### config.mk
export PLATFORM = sky130hd
export DESIGN_NAME = seq_shifter
export DESIGN_NICKNAME = d
export VERILOG_FILES = /design/src/rtl/seq_shifter.sv
export SDC_FILE = /design/constraint.sdc
export NUM_CORES = 1
export LEC_CHECK = 0
export CAP_MARGIN = 25
export CELL_PAD_IN_SITES_DETAIL_PLACEMENT = 1
export CELL_PAD_IN_SITES_GLOBAL_PLACEMENT = 1
export CORE_ASPECT_RATIO = 1.4
export CORE_MARGIN = 1.5
export CORE_UTILIZATION = 30
export CTS_CLUSTER_SIZE = 12
export DETAILED_ROUTE_END_ITERATION = 7
export GPL_TIMING_DRIVEN = 1
export PLACE_DENSITY = 0.7
export SLEW_MARGIN = 40
export SYNTH_ARGS = -nofsm -noshare
export SYNTH_HDL_FRONTEND = slang
export SYNTH_SLANG_ARGS = --single-unit
### constraint.sdc
create_clock -name clk -period 1.75 [get_ports clk]
set_clock_uncertainty 0.15 [all_clocks]
set_input_delay 0.35 -clock clk [delete_from_list [all_inputs] [get_ports clk]]
set_output_delay 0.35 -clock clk [all_outputs]
set_load 0.1 [all_outputs]
### src/rtl/seq_shifter.sv
// -----------------------------------------------------------------------------
// seq_shifter
//
// Multi-cycle shifter that moves one bit per clock. An accepted start captures
// the operand, the shift amount and the operation. The block then steps the
// working register once per cycle until the shift amount is used up, and
// pulses done for a single cycle.
//
// Ports
//   clk      : rising-edge clock
//   rst_n    : asynchronous active-low reset
//   start    : request pulse, only looked at while idle
//   data_in  : operand, captured on an accepted start
//   shamt    : shift amount, captured on an accepted start
//   op       : 00 SLL, 01 SRL, 10 SRA, 11 ROR, captured on an accepted start
//   result   : working register (registered)
//   cout     : last bit shifted or rotated out (registered)
//   busy     : high while shifting
//   done     : one-cycle pulse when result/cout hold the final value
// -----------------------------------------------------------------------------
module seq_shifter #(
    parameter int WIDTH = 8
) (
    input  logic                     clk,
    input  logic                     rst_n,
    input  logic                     start,
    input  logic [WIDTH-1:0]         data_in,
    input  logic [$clog2(WIDTH)-1:0] shamt,
    input  logic [1:0]               op,
    output logic [WIDTH-1:0]         result,
    output logic                     cout,
    output logic                     busy,
    output logic                     done
);

    localparam int            SW       = $clog2(WIDTH);
    localparam logic [SW-1:0] CNT_ZERO = '0;
    localparam logic [SW-1:0] CNT_ONE  = SW'(1);

    localparam logic [1:0] OP_SLL = 2'b00;
    localparam logic [1:0] OP_SRL = 2'b01;
    localparam logic [1:0] OP_SRA = 2'b10;
    localparam logic [1:0] OP_ROR = 2'b11;

    typedef enum logic [1:0] {
        IDLE  = 2'd0,
        SHIFT = 2'd1,
        DONE  = 2'd2
    } state_t;

    state_t            state_q, state_d;
    logic [WIDTH-1:0]  work_q, work_d;
    logic [SW-1:0]     cnt_q, cnt_d;
    logic [1:0]        op_q, op_d;
    logic              cout_q, cout_d;
    logic              busy_q, busy_d;
    logic              done_q, done_d;
    logic              arm_q, arm_d;
    logic              accept;

    // arm_q stays low for the first edge after reset is released, so a start
    // that happens to be high on the edge coincident with release is ignored.
    assign accept = (state_q == IDLE) && start && arm_q;

    // State register and all output/datapath flops.
    always_ff @(posedge clk or negedge rst_n) begin
        if (!rst_n) begin
            state_q <= IDLE;
            work_q  <= '0;
            cnt_q   <= '0;
            op_q    <= OP_SLL;
            cout_q  <= 1'b0;
            busy_q  <= 1'b0;
            done_q  <= 1'b0;
            arm_q   <= 1'b0;
        end else begin
            state_q <= state_d;
            work_q  <= work_d;
            cnt_q   <= cnt_d;
            op_q    <= op_d;
            cout_q  <= cout_d;
            busy_q  <= busy_d;
            done_q  <= done_d;
            arm_q   <= arm_d;
        end
    end

    // Next-state logic. The counter is at least one whenever SHIFT is entered,
    // so leaving on a count of one means the last step happens on this edge.
    always_comb begin
        state_d = state_q;
        case (state_q)
            IDLE: begin
                if (accept) begin
                    state_d = (shamt != CNT_ZERO) ? SHIFT : DONE;
                end
            end
            SHIFT: begin
                if (cnt_q == CNT_ONE) begin
                    state_d = DONE;
                end
            end
            DONE:    state_d = IDLE;
            default: state_d = IDLE;
        endcase
    end

    // Datapath and output logic. busy/done are registered copies of the next
    // state, so they line up with the state register and never overlap.
    always_comb begin
        work_d = work_q;
        cnt_d  = cnt_q;
        op_d   = op_q;
        cout_d = cout_q;
        arm_d  = 1'b1;
        busy_d = (state_d == SHIFT);
        done_d = (state_d == DONE);

        if (accept) begin
            work_d = data_in;
            cnt_d  = shamt;
            op_d   = op;
            cout_d = 1'b0;
        end else if (state_q == SHIFT) begin
            cnt_d = cnt_q - CNT_ONE;
            case (op_q)
                OP_SLL: begin
                    cout_d = work_q[WIDTH-1];
                    work_d = {work_q[WIDTH-2:0], 1'b0};
                end
                OP_SRL: begin
                    cout_d = work_q[0];
                    work_d = {1'b0, work_q[WIDTH-1:1]};
                end
                OP_SRA: begin
                    cout_d = work_q[0];
                    work_d = {work_q[WIDTH-1], work_q[WIDTH-1:1]};
                end
                OP_ROR: begin
                    cout_d = work_q[0];
                    work_d = {work_q[0], work_q[WIDTH-1:1]};
                end
                default: begin
                    cout_d = cout_q;
                    work_d = work_q;
                end
            endcase
        end
    end

    assign result = work_q;
    assign cout   = cout_q;
    assign busy   = busy_q;
    assign done   = done_q;

endmodule

# --- Word-level counts from Yosys, hierarchy flattened ---
# Cells that the tools add are included.
word_totals:
  elab_cells: 38
  ff_bits: 19
  inputBits: 16
  out_inout_bits: 11
op_classes:
  n_addsub: 1
  reduce_logical: 8
  mux: 12
  n_eq_ne: 8
ops:
  columns: ["cell", "count"]
  rows:
  - ["$pmux 8 s4", 1]
  - ["$mux 8", 2]
  - ["$eq 2x1->1 const B", 3]
  - ["$eq 2x2->1 const B", 3]
  - ["$mux 2", 3]
  - ["$mux 3", 2]
  - ["$logic_not 2->1", 2]
  - ["$pmux 2 s2", 1]
  - ["$eq 3x1->1 const B", 1]
  - ["$reduce_bool 3->1", 1]
  - ["$reduce_or 3->1", 1]
  - ["$sub 3x1->3 const B", 1]
  - ["$logic_and 1x1->1", 2]
  - ["$mux 1", 2]
  - ["$ne 2x2->1 const B", 1]
  - ["$pmux 1 s2", 1]
  - ["$reduce_and 2->1", 1]
  - ["$reduce_bool 2->1", 1]

# --- Depth between registers and ports, before layout ---
logic_depth:
  ltp_word: 6
  ltp_mapped: 5
  depth_no_buf: 4

# --- Worst setup path before layout ---
# No wires, ideal clock.
synth_timing:
  kind: "reg2reg"
  from: "register work_q[2] (netlist: result[2])"
  to: "register work_q[1] (netlist: result[1])"
  setup_time_ps: 96
  stages_incl_launch_ff: 4
  setup_slack_ps: 73
  t_required_ps: 1504
  arrival_ps: 1431
  cell_sequence: "dfrtp_1 -> o21a_1 -> a211oi_1 -> o31ai_1"
synth_via:
  elab_chain_len: 3
synth_rtl:
  columns: ["element", "line", "text"]
  rows:
  - ["start: declaration", "52", "logic [WIDTH-1:0] work_q, work_d;"]
  - ["start signal: assignment", "78", "work_q <= work_d;"]
  - ["$pmux 8 s4", "126", "case (op_q)"]
  - ["$mux 8", "124", "end else if (state_q == SHIFT) begin"]
  - ["$mux 8", "119", "if (accept) begin"]
# No other way between the ends. The select of a mux whose other input is x is not followed.
# A chain may end at the register's enable or synchronous reset.

# --- Worst setup path in the final report ---
layout_timing:
  from: "input port start"
  to: "register cnt_q[0]"
layout_via:
  elab_chain_len: 3
layout_rtl:
  columns: ["element", "line", "text"]
  rows:
  - ["start: declaration", "26", "input logic start,"]
  - ["$logic_and 1x1->1 (*) (2 in series)", "63", "assign accept = (state_q == IDLE) && start && arm_q;"]
  - ["$mux 3 / $reduce_bool 2->1 (equally long branches)", null, null]
  - ["end signal: assignment", "79", "cnt_q <= cnt_d;"]
  - ["end: declaration", "53", "logic [SW-1:0] cnt_q, cnt_d;"]
# Every way passes the cells marked *; elsewhere a longest branch is shown, timed or not.

==> flow_summary.ini <==
[floorplan]
io_pins = 27
die_y_um = 70.62
initial_core_util_pct = 31.37
rows = 24
core_area_mm2 = 0.003123
die_w_um = 51.30
die_area_mm2 = 0.003622

[clocking]
cts_buffer_depth = 2
post-cts-setup-buffers = 0
insertion_delay_ps = 260
cts_tree = done
clkSinkCount = 19
cts_resized = 0
cts_buffers = 3
htreeDepth = 1
cts_hold_buf = 0
ctsRootBufferMaster = clkbuf_8
clk_pin_slew_worst_paths_ps = 80

[final_layout]
syn_to_final_growth_pct = 49.68
stdcell_count = 167
layout_common_cells = dfrtp_1, clkdlybuf4s50_1, nor2_1, buf_12, nand2_1
drive_above_1_share_pct = 20.31
nets = 147
final_common_cell = dfrtp_1
diodes = 0

[flow_run]
max_cap_violations = 0

[sta]
worst_slack_ps = 128.2
period_needed_ps = 1622
fmax_ghz = 0.6166
slew_violations = 0
fin_hold_ws_ps = 274.3
finalCritPeriodShare_pct = 92.68
hold_viol = 0
rsz0062_at_grt = false
setup_viol = 0

[min_path]
min-delay-path-class = in2async

[grt]
grt_pass1_wl_um = 4422
antenna_found_initial = 0
gr-usage-all-layers_pct = 15.69
grt_max_degree = 20
grt_pass1_vias = 931
overflow = 0

[synthesis]
synth_flop_cell = dfrtp_1
yosysSeqAreaShare_pct = 48.53
async_flop_share_pct = 100.0
synth_cells = 96
ys.warnings.count = 0
avgSynthCellArea_um2 = 10.21
ys_types = 25
synth_edf_count = 0
syn_area_um2 = 979.7
synth_fp_nets = 114
ys_ff_latch = 19

[critical_path]
slowest_delay_ps = 390
path_buf_inv = 2
worstSetupEndpointType = register
slowest_stage = clkdlybuf4s50_1
cp_cell_sequence = clkdlybuf4s50_1 -> and4bb_1 -> buf_4 -> a221o_1
arrival_ps = 1610
worstSetupPathType = in2reg
crit_fanout = 11
worstSetupStartpointType = input port
crit_family = buffers and inverters
required_ps = 1730

[run_status]
status = complete, no violations

[detailed_routing]
drt_iter0_drc = 9
ant_nets = 0
vias = 864
drc = 0
wire_per_inst_um = 14.81
wl_um = 2474
vias_per_cell = 5.174
drt_first_pass_iters = 4

[place]
dp_hpwl_um = 1839
dp.cells = 163
pre_cts_ws_ps = -151.6
port_buffers = 26
routabilityCongestion = 0.7678
[final timing paths]
kind	startpoint	to	slack [ps]	cells past startpoint
worst max register to register	state_q[0]$_DFF_PN0_	cnt_q[2]$_DFFE_PN0P_	200	3
worst min register to register	cnt_q[1]$_DFFE_PN0P_	cnt_q[1]$_DFFE_PN0P_	380	1
worst min-delay path	rst_n	result[2]$_DFFE_PN0P_	270	2
worst max-delay path	start	cnt_q[0]$_DFFE_PN0P_	130	4
min in group clk	cnt_q[1]$_DFFE_PN0P_	cnt_q[1]$_DFFE_PN0P_	380	1
max in group asynchronous	rst_n	cnt_q[0]$_DFFE_PN0P_	970	2
[synth_stat cells, types with 2 or more instances]
library cell,instances,area [um^2]
nor2b_1,2,12.51
nor2_1,11,41.29
buf_6,2,22.52
o21a_1,7,52.55
o21ai_0,3,15.01
inv_1,2,7.510
o31ai_1,7,52.55
ha_1,2,25.02
mux2_2,2,22.52
nand2b_1,3,18.77
dfrtp_1,19,475.5
buf_2,4,20.02
mux2i_1,3,30.03
a22o_1,2,17.52
a221o_1,3,30.03
a211oi_1,6,45.04
nand2_1,10,37.54
[layer usage]
| layer | wire (um) | GRT usage (%) |
|---|---|---|
| met5 | 0 | 0 |
| met3 | 86 | 2.321 |
| met1 | 1141 | 21.72 |
| met2 | 1232 | 25.11 |
| met4 | 13 | 5.263 |
[cell families after synthesis]
family / after synthesis / synth area share [%]
multiplexers: 5 / 5.364
flip-flops: 19 / 48.53
other: 1 / 0.3828
buffers and inverters: 9 / 5.492
AO/OA/AOI/OAI: 31 / 23.88
AND/OR/NAND/NOR: 29 / 13.79
adder cells (fa/ha/maj): 2 / 2.554
[area by class of cell]
| cell class | instances | area (um^2) |
|---|---|---|
| Clock buffer | 3 | 41.29 |
| Timing Repair Buffer | 35 | 437.9 |
| Tap cell | 39 | 48.80 |
| Multi-Input combinational cell | 68 | 450.4 |
| Sequential cell | 19 | 475.5 |
| Inverter | 2 | 7.507 |
| Fill cell | 361 | 1657 |
| Clock inverter | 1 | 5.005 |
[sequential cells by signal, indices dropped and copies added (netlist names)]
signal and count:
done 1, cout 1, busy 1, op_q 2, state_q 2, cnt_q 3, arm_q 1, result 8
[per-stage QoR]
stage | area (um^2) | utilization, % | TNS (ps)
global placement | 1420 | 45.47 | -642.8
detailed placement | 1420 | 45.47 | -1040
floorplan | 979.7 | - | 0
global route | 1466 | 46.96 | 0
finish | 1466 | 46.96 | 0
CTS | 1466 | 46.96 | 0
Power is not shown: default switching activity piles up to over one toggle a cycle in this logic, so the estimate is an artifact.
